<file path="config.mk">
export PLATFORM = sky130hd
export DESIGN_NAME = reg_wr_sched
export DESIGN_NICKNAME = d
export VERILOG_FILES = /design/src/rtl/reg_wr_pkg.sv /design/src/rtl/reg_wr_rr_pick.sv /design/src/rtl/reg_wr_sched.sv
export SDC_FILE = /design/constraint.sdc
export NUM_CORES = 1
export LEC_CHECK = 0
export ABC_AREA = 1
export ABC_CLOCK_PERIOD_IN_PS = 2550
export BUFFER_PORTS_ARGS = -buffer_cell sky130_fd_sc_hd__buf_2
export CAP_MARGIN = 0
export CORE_ASPECT_RATIO = 0.7
export CORE_MARGIN = 2
export CORE_UTILIZATION = 25
export CTS_CLUSTER_DIAMETER = 120
export DETAILED_ROUTE_END_ITERATION = 12
export GPL_TIMING_DRIVEN = 1
export PLACE_DENSITY_LB_ADDON = 0.05
export SETUP_SLACK_MARGIN = 0.2
export SYNTH_ARGS = -nofsm -noshare
export SYNTH_HDL_FRONTEND = slang
export SYNTH_SLANG_ARGS = --single-unit
</file>
<file path="constraint.sdc">
create_clock -name clk -period 2.55 [get_ports clk]
set_clock_uncertainty 0.05 [all_clocks]
set_input_delay 0.255 -clock clk [delete_from_list [all_inputs] [get_ports clk]]
set_output_delay 0.255 -clock clk [all_outputs]
set_load 0.03 [all_outputs]
</file>
<file path="src/rtl/reg_wr_pkg.sv">
// Shared types for the register write scheduler: FSM states, write stage record,
// grant index width and the round-robin pointer advance helper.
package reg_wr_pkg;

  localparam int unsigned GRANT_W      = 3;
  localparam int unsigned STAGE_AW_MAX = 8;
  localparam int unsigned STAGE_DW_MAX = 64;

  typedef enum logic {
    ST_IDLE = 1'b0,
    ST_OWN  = 1'b1
  } state_t;

  // Sized for the widest supported bank; narrower instances zero-extend into it.
  typedef struct packed {
    logic                    vld;
    logic [STAGE_AW_MAX-1:0] addr;
    logic [STAGE_DW_MAX-1:0] data;
  } stage_t;

  function automatic logic [GRANT_W-1:0] next_idx(input logic [GRANT_W-1:0] idx,
                                                  input int unsigned nreq);
    return (32'(idx) == nreq - 1) ? '0 : idx + 1'b1;
  endfunction

endpackage

</file>
<file path="src/rtl/reg_wr_rr_pick.sv">
// Combinational round-robin picker: first valid index scanning from ptr upward,
// wrapping modulo NREQ.
module reg_wr_rr_pick
  import reg_wr_pkg::*;
#(
  parameter int unsigned NREQ = 4
) (
  input  logic [NREQ-1:0]    vld,
  input  logic [GRANT_W-1:0] ptr,
  output logic               any_vld,
  output logic [GRANT_W-1:0] winner
);

  int unsigned idx;

  always_comb begin
    any_vld = |vld;
    winner  = '0;
    idx     = 0;
    // Scan from the far end back to ptr so the closest valid index is written last.
    for (int unsigned k = NREQ; k > 0; k--) begin
      idx = (32'(ptr) + k - 1) % NREQ;
      for (int unsigned i = 0; i < NREQ; i++) begin
        if (i == idx && vld[i]) winner = GRANT_W'(i);
      end
    end
  end

endmodule

</file>
<file path="src/rtl/reg_wr_sched.sv">
// Round-robin write scheduler with burst locking, one-stage write pipeline and
// a register bank with a single combinational read port.
module reg_wr_sched
  import reg_wr_pkg::*;
#(
  parameter int unsigned N         = 16,
  parameter int unsigned NREQ      = 4,
  parameter int unsigned AW        = 3,
  parameter int unsigned MAX_BURST = 4
) (
  input  logic               clk,
  input  logic               rst_n,
  input  logic [NREQ-1:0]    req_valid,
  input  logic [NREQ-1:0]    req_lock,
  input  logic [NREQ*AW-1:0] req_addr,
  input  logic [NREQ*N-1:0]  req_data,
  output logic [NREQ-1:0]    req_ready,
  input  logic [AW-1:0]      rd_addr,
  output logic [N-1:0]       rd_data,
  output logic               grant_vld,
  output logic [2:0]         grant_id,
  output logic               wr_busy
);

  localparam int unsigned NREG = 2 ** AW;

  state_t             state, state_n;
  logic [GRANT_W-1:0] owner, owner_n;
  logic [GRANT_W-1:0] rr_ptr, rr_ptr_n;
  logic [3:0]         burst_cnt, burst_cnt_n;
  stage_t             stage, stage_n;
  logic [N-1:0]       bank [NREG];

  logic               any_vld;
  logic [GRANT_W-1:0] winner;
  logic [NREQ-1:0]    win_oh, own_oh, acc_oh;

  reg_wr_rr_pick #(.NREQ(NREQ)) u_pick (
    .vld     (req_valid),
    .ptr     (rr_ptr),
    .any_vld (any_vld),
    .winner  (winner)
  );

  always_comb begin
    for (int unsigned i = 0; i < NREQ; i++) begin
      win_oh[i] = (winner == GRANT_W'(i));
      own_oh[i] = (owner  == GRANT_W'(i));
    end
  end

  always_comb begin
    state_n     = state;
    owner_n     = owner;
    rr_ptr_n    = rr_ptr;
    burst_cnt_n = burst_cnt;
    acc_oh      = '0;
    unique case (state)
      ST_IDLE: begin
        if (any_vld) begin
          acc_oh = win_oh;
          if (|(req_lock & win_oh) && MAX_BURST > 1) begin
            state_n     = ST_OWN;
            owner_n     = winner;
            burst_cnt_n = 4'd1;
          end else begin
            rr_ptr_n = next_idx(winner, NREQ);
          end
        end
      end
      ST_OWN: begin
        if (|(req_valid & own_oh)) begin
          acc_oh      = own_oh;
          burst_cnt_n = burst_cnt + 4'd1;
        end
        if (!(|(req_valid & own_oh)) || !(|(req_lock & own_oh)) ||
            (burst_cnt + 4'd1) == 4'(MAX_BURST)) begin
          state_n     = ST_IDLE;
          rr_ptr_n    = next_idx(owner, NREQ);
          burst_cnt_n = '0;
        end
      end
      default: state_n = ST_IDLE;
    endcase
    if (!rst_n) acc_oh = '0;
  end

  always_comb begin
    stage_n = '0;
    if (|acc_oh) begin
      stage_n.vld = 1'b1;
      for (int unsigned i = 0; i < NREQ; i++) begin
        if (acc_oh[i]) begin
          stage_n.addr = STAGE_AW_MAX'(req_addr[i*AW +: AW]);
          stage_n.data = STAGE_DW_MAX'(req_data[i*N +: N]);
        end
      end
    end
  end

  always_ff @(posedge clk) begin
    if (!rst_n) begin
      state     <= ST_IDLE;
      owner     <= '0;
      rr_ptr    <= '0;
      burst_cnt <= '0;
      stage     <= '0;
    end else begin
      state     <= state_n;
      owner     <= owner_n;
      rr_ptr    <= rr_ptr_n;
      burst_cnt <= burst_cnt_n;
      stage     <= stage_n;
    end
  end

  always_ff @(posedge clk) begin
    for (int unsigned i = 0; i < NREG; i++) begin
      if (!rst_n)
        bank[i] <= '0;
      else if (stage.vld && stage.addr == STAGE_AW_MAX'(i))
        bank[i] <= N'(stage.data);
    end
  end

  assign req_ready = acc_oh;
  assign rd_data   = bank[rd_addr];
  assign grant_vld = (state == ST_OWN);
  assign grant_id  = (state == ST_OWN) ? owner : 3'd0;
  assign wr_busy   = stage.vld;

endmodule
</file>
==> results of run 1 <==
-- synthesized netlist by cell type (all sizes together) --
master and instances:
clkinv 2, nor4 1, a221oi 2, nor2 252, inv 70, o21ai 76
buf 13, a21oi 8, conb 1, nand2 126, nand4 22, xor2 2
ha 8, a31oi 16, clkbuf 40, edfxtp 128, dfxtp 29, nand3 84
o22ai 17
-- metal layers --
metal	share of wire [%]	vias up	global-route usage (%)
li1	-	3335	-
met1	53	3168	25.5
met2	43	125	25.7
met3	3.5	14	3.07
met4	0.87	0	3.68
met5	0	-	0
-- state kept, by name (all words and copies together) (netlist names) --
register,count
bank,128
stage,19
burst_cnt,4
owner,2
rr_ptr,2
grant_vld,1
wr_busy,1
-- worst max-delay path, stage by stage, from the launching register on --
cell and delay (ps):
dfxtp_4 380, nor2_4 40, nand2_1 70, nand2_1 50, nand2_1 50, nand2_1 50
nand2_1 50, nand2_1 40, nand2_1 50, nand2_1 40, nand2_1 50, nand2_1 40
nand2_1 60, nand2_2 70, nand2_2 90, nand2_4 70, inv_2 70, ha_4 120
inv_2 30, o22ai_1 130, nand2_1 110, inv_2 120, buf_12 110, buf_8 110
-- cells by family after synthesis --
group	share of synthesized area, %
AND/OR/NAND/NOR	26.1
XOR/XNOR	0.227
adder cells (fa/ha/maj)	1.30
AO/OA/AOI/OAI	8.53
flip-flops	57.3
other	0.0485
buffers and inverters	6.56
-- final timing paths --
| check | from | endpoint | cells past startpoint |
|---|---|---|---|
| min | req_data[53] | stage[5] | 3 |
| min reg2reg | burst_cnt[3] | burst_cnt[3] | 2 |
| max reg2reg | rr_ptr[0] | stage[14] | 28 |
| max | rr_ptr[0] | req_ready[0] | 23 |
-- layout make-up --
class / count / area share (%)
multi-input cells: 615 / 28.8
clock inverters: 12 / 0.960
well taps: 412 / 5.07
repair buffers: 198 / 14.1
inverters: 72 / 2.69
flip-flops and latches: 157 / 43.6
clock buffers: 20 / 4.81
-- per-stage QoR --
stage | TNS [ps] | std cells | hold WS, ps
2_1_floorplan | 0 | 897 | 315
3_3_place_gp | 0 | 1423 | 410
3_5_place_dp | 0 | 1423 | 415
4_1_cts | -1360 | 1483 | 3.28
5_1_grt | -6980 | 1486 | 3.48
6_report | -1640 | 1486 | 14.2
-- power by group --
part | switching [uW] | total, uW | internal, uW
Clock | 1120 | 2530 | 1410
Sequential | 184 | 3410 | 3230
Combinational | 2420 | 3860 | 1450
-- repair_timing --
item                       4_1_cts  5_1_grt
hold buffers                    17        0
hold endpoints to repair        17        0
gates resized for setup         37       20
pin swaps                       13       32
setup buffers                    9        2
setup endpoints to repair       30       33
gates cloned                     2        1
==> impl_results.md, run 1 <==
* Initial Util at 25.6%
* Fin. Hold Viols at 0
* Pin count of the biggest net entering global routing at 42
* Final worst path period share at 108%
* Min-delay worst type: primary input to flop
* Fill count at 3235
* Setup violators final at 23
* Routed vias/inst at 4.47
* Worst-margin pin slew at 596 ps
* Pwr dens at 964 mW/mm^2
* Required @ worst endpoint at 2250 ps
* Share of the synthesized area in the top cell type at 49.7%
* Synth area leader: edfxtp_1
* # diodes at 0
* Die area at 0.0323 sq mm
* Most frequent cells in the layout: 250 x nor2_1, 128 x edfxtp_1, 114 x nand2_1
* Syn avg cell area at 8.61 sq um
* Root buf cell: clkbuf_16
* Area growth syn-to-layout at 31.6%
* Failing checks: setup timing
* CTS buffer count at 17
* Post-Layout Inst Area at 0.0102 sq mm
* Drt drc at 0
* Yosys warnings at 0
* Area occupied by multi-input gates at 0.00293 sq mm
* DP Area at 0.00907 sq mm
* Syn_nets at 994
* Deepest clock path buffer count at 2
* Yosys reg bits at 157
* Minimum clock period at 2740 ps
* Reg2reg setup slack at -100 ps
* Worst EP arrival at 2440 ps
* Die Span Y at 151 um
* Synth area leaders: edfxtp_1 50%, nor2_1 12%, dfxtp_1 7.5%
* Grt ovf at 0
* Post-detail-place hpwl at 17.1 mm
* Library cells used by synthesis at 30
* Top Ports at 114
* Initial antenna violation count at 0
* Max Cap Viol at 0
* CP Launch Type: flop
* Largest fanout on the critical path at 4
* Wire length of the first global-routing pass at 41.4 mm
* Clk sinks at 157
* Fmax at 364 MHz
* Fraction of layout instances using a drive strength above 1 at 23.9%
* Rel. slew slack at 59.9%
* Run status: finished, violations left
* TritonCTS clock tree: yes
* Clk pin slew, worst setup/hold paths at 60 ps
* Via count at 6642
* Sequential fraction of the synthesis area at 57.3%
* RePlAce Congestion at 0.768
* Storage element area at 0.00443 sq mm
* Area of the mapped netlist at 0.00773 sq mm
* Chip width at 214 um
* Tot Pwr at 9810 uW
* IO Port Bufs at 112
* Core Region at 0.0302 sq mm
* CP Class: flop to output port
* Pre-CTS setup slack at 17.9 ps
* LEAKAGE at 0.00427 uW
* Fin nets at 1158
* # rows at 53
* Setup crit end kind: output port
* Max Slew Vio Count at 0
* Antenna Nets Post-Route at 0
* RSZ-0062 raised after global routing: true
* Post-route setup slack at -194 ps
* Post-layout util at 33.6%
* Synthesized instance count at 897
* Initial DRC Count at 336
* First-pass DRT Iterations at 5
* VDD IR-drop max at 490 uV
* Overall routing resource usage at 17.1%
* Clk Latency, worst-skew pair at 430 ps
* Final wirelength at 26.9 mm
* Number of global-route vias before repair at 6781
* Commonest non-fill, non-tap cell in the layout: nor2_1
* H-tree Lvls at 4
* WL per Instance at 18.1 um
(Power assumes the default switching activity.)
==> inputs of run 2 (changes only) <==
Settings changed: CTS_BUF_LIST set to sky130_fd_sc_hd__clkbuf_8.
==> run 2 against run 1 <==
Die area unchanged. Clock-buffer cell count down 2. Critical path depth down 2. Final area down 1.5%. Largest power group unchanged. Sequential share of layout area up 0.68 points. Fmax down 1.3%. Final cell count up 0.13%. Sequential cell count unchanged. Critical endpoint unchanged. Largest cell class unchanged. The flow still finishes with violations (setup timing). Non-clock buffer count up 2.
==> impl_results.md, run 2 (synthesized netlist as in run 1, its figures left out) <==
* WHS at 42.7 ps
* Largest regs: bank (128), stage (19), burst_cnt (4)
* CTS buffer count at 17
* Grt ovf at 0
* Post-Layout Inst Area at 0.0100 sq mm
* Antenna Nets Post-Route at 0
* Via count at 6656
* Final setup TNS at -2190 ps
* Pin count of the biggest net entering global routing at 42
* DP Area at 0.00907 sq mm
* Top Ports at 114
* Fraction of layout instances using a drive strength above 1 at 23.9%
* Largest Register: bank
* Max reg flops at 128
* Worst Hold Path EP: stage[1]
* RSZ-0062 raised after global routing: true
* Clk pin slew, worst setup/hold paths at 90 ps
* Rel. slew slack at 60.9%
* Post-detail-place hpwl at 17.1 mm
* Most frequent cells in the layout: 250 x nor2_1, 128 x edfxtp_1, 114 x nand2_1
* Max Slew Vio Count at 0
* VDD IR-drop max at 348 uV
* Largest fanout on the critical path at 4
* Clk Latency, worst-skew pair at 460 ps
* Reg2reg end: stage[4]
* Initial DRC Count at 351
* Max Cap Viol at 0
* # rows at 53
* Worst Hold Launch: req_data[33]
* First-pass DRT Iterations at 7
* Area growth syn-to-layout at 29.6%
* CP Launch Type: flop
* Worst-margin pin slew at 582 ps
* Overall routing resource usage at 17.0%
* RePlAce Congestion at 0.768
* Hold path depth at 5
* Wire length of the first global-routing pass at 41.2 mm
* Reg2reg start: rr_ptr[0]
* Drt drc at 0
* Final wirelength at 26.7 mm
* Die area at 0.0323 sq mm
* IO Port Bufs at 112
* Fill count at 3263
* Setup violators final at 23
* Minimum clock period at 2780 ps
* Post-route setup slack at -231 ps
* CP Launch Point: rr_ptr[0]
* Storage element area at 0.00443 sq mm
* Dpl cells at 1423
* Fin. Hold Viols at 0
* TritonCTS clock tree: yes
* Chip width at 214 um
* WL per Instance at 18.0 um
* Worst EP arrival at 2480 ps
* Initial antenna violation count at 0
* Initial Util at 25.6%
* Deepest clock path buffer count at 2
* Area occupied by multi-input gates at 0.00293 sq mm
* Routed vias/inst at 4.47
* Min-delay worst type: primary input to flop
* Commonest non-fill, non-tap cell in the layout: nor2_1
* H-tree Lvls at 4
* Reg2reg path depth at 28
* # diodes at 0
* Fmax at 360 MHz
* Core Region at 0.0302 sq mm
* Setup crit end kind: output port
* Fin nets at 1160
* Pwr dens at 921 mW/mm^2
* Required @ worst endpoint at 2250 ps
* Tot Pwr at 9230 uW
* CP Class: flop to output port
* Root buf cell: clkbuf_8
* Reg2reg setup slack at -190 ps
* Clk sinks at 157
* Final worst path period share at 109%
* Failing checks: setup timing
* Number of global-route vias before repair at 6744
* Finished Layout Cells at 1488
* Run status: finished, violations left
* Die Span Y at 151 um
* LEAKAGE at 0.00419 uW
-- run 2: cell types whose count changed in the layout (fill, tap and decap cells not counted), sizes merged --
cell and change:
dlygate4sd3 +2, clkbuf -2, bufbuf +1, bufinv +2, buf -1
-- run 2: area by class of cell --
type,instances,share of cell area [%]
Tap cell,412,5.15
Inverter,72,2.74
Clock inverter,14,1.57
Sequential cell,157,44.3
Multi-Input combinational cell,615,29.2
Clock buffer,18,2.47
Timing Repair Buffer,200,14.6
-- run 2: report_power, final --
part | total [uW] | internal [uW] | leakage (uW) | switching (uW)
Combinational | 3870 | 1470 | 0.00241 | 2400
Sequential | 3410 | 3230 | 0.00158 | 186
Clock | 1950 | 917 | 0.000207 | 1030
Total | 9230 | 5610 | 0.00419 | 3620
-- run 2: how the worst max path moves through the flow --
| stage | endpoint | depth (start not counted) |
|---|---|---|
| CTS | req_ready[0] | 23 |
| global placement | req_ready[0] | 23 |
| floorplan | stage[0] | 26 |
| global route | req_ready[0] | 23 |
| detailed placement | req_ready[0] | 23 |
| finish | req_ready[0] | 21 |
-- run 2: per-layer routing --
| metal | track usage [%] | up-vias | wire (um) |
|---|---|---|---|
| li1 | - | 3336 | - |
| met1 | 25.5 | 3175 | 14100 |
| met2 | 25.6 | 132 | 11400 |
| met3 | 3.01 | 13 | 1020 |
| met4 | 3.37 | 0 | 236 |
| met5 | 0 | - | 0 |
-- run 2: worst max-delay path: stages, from the launching register on --
cell and delay (ps):
dfxtp_4 380, nor2_4 100, buf_4 110, nand2_1 50, nand2_1 60, nand2_1 40
nand2_1 50, nand2_1 40, nand2_1 50, nand2_1 40, nand2_1 60, nand2_2 70
nand2_2 90, nand2_4 70, inv_2 70, ha_4 120, inv_2 30, o22ai_1 130
nand2_1 110, inv_2 110, buf_12 110, buf_8 110
-- run 2: through the flow --
step / utilization [%] / setup slack [ps]
after detailed placement: 30.0 / 17.9
after floorplan: - / 237
final: 33.1 / -231
after global routing: 33.1 / -458
after global placement: 30.0 / 23.9
after CTS: 32.7 / -252
-- run 2: timing repair --
item,in CTS,in global routing
pin swaps,18,41
setup endpoints to repair,30,33
resized for setup,35,21
buffers inserted,9,2
hold buffers,19,0
hold endpoints to repair,19,0
gates cloned,2,1
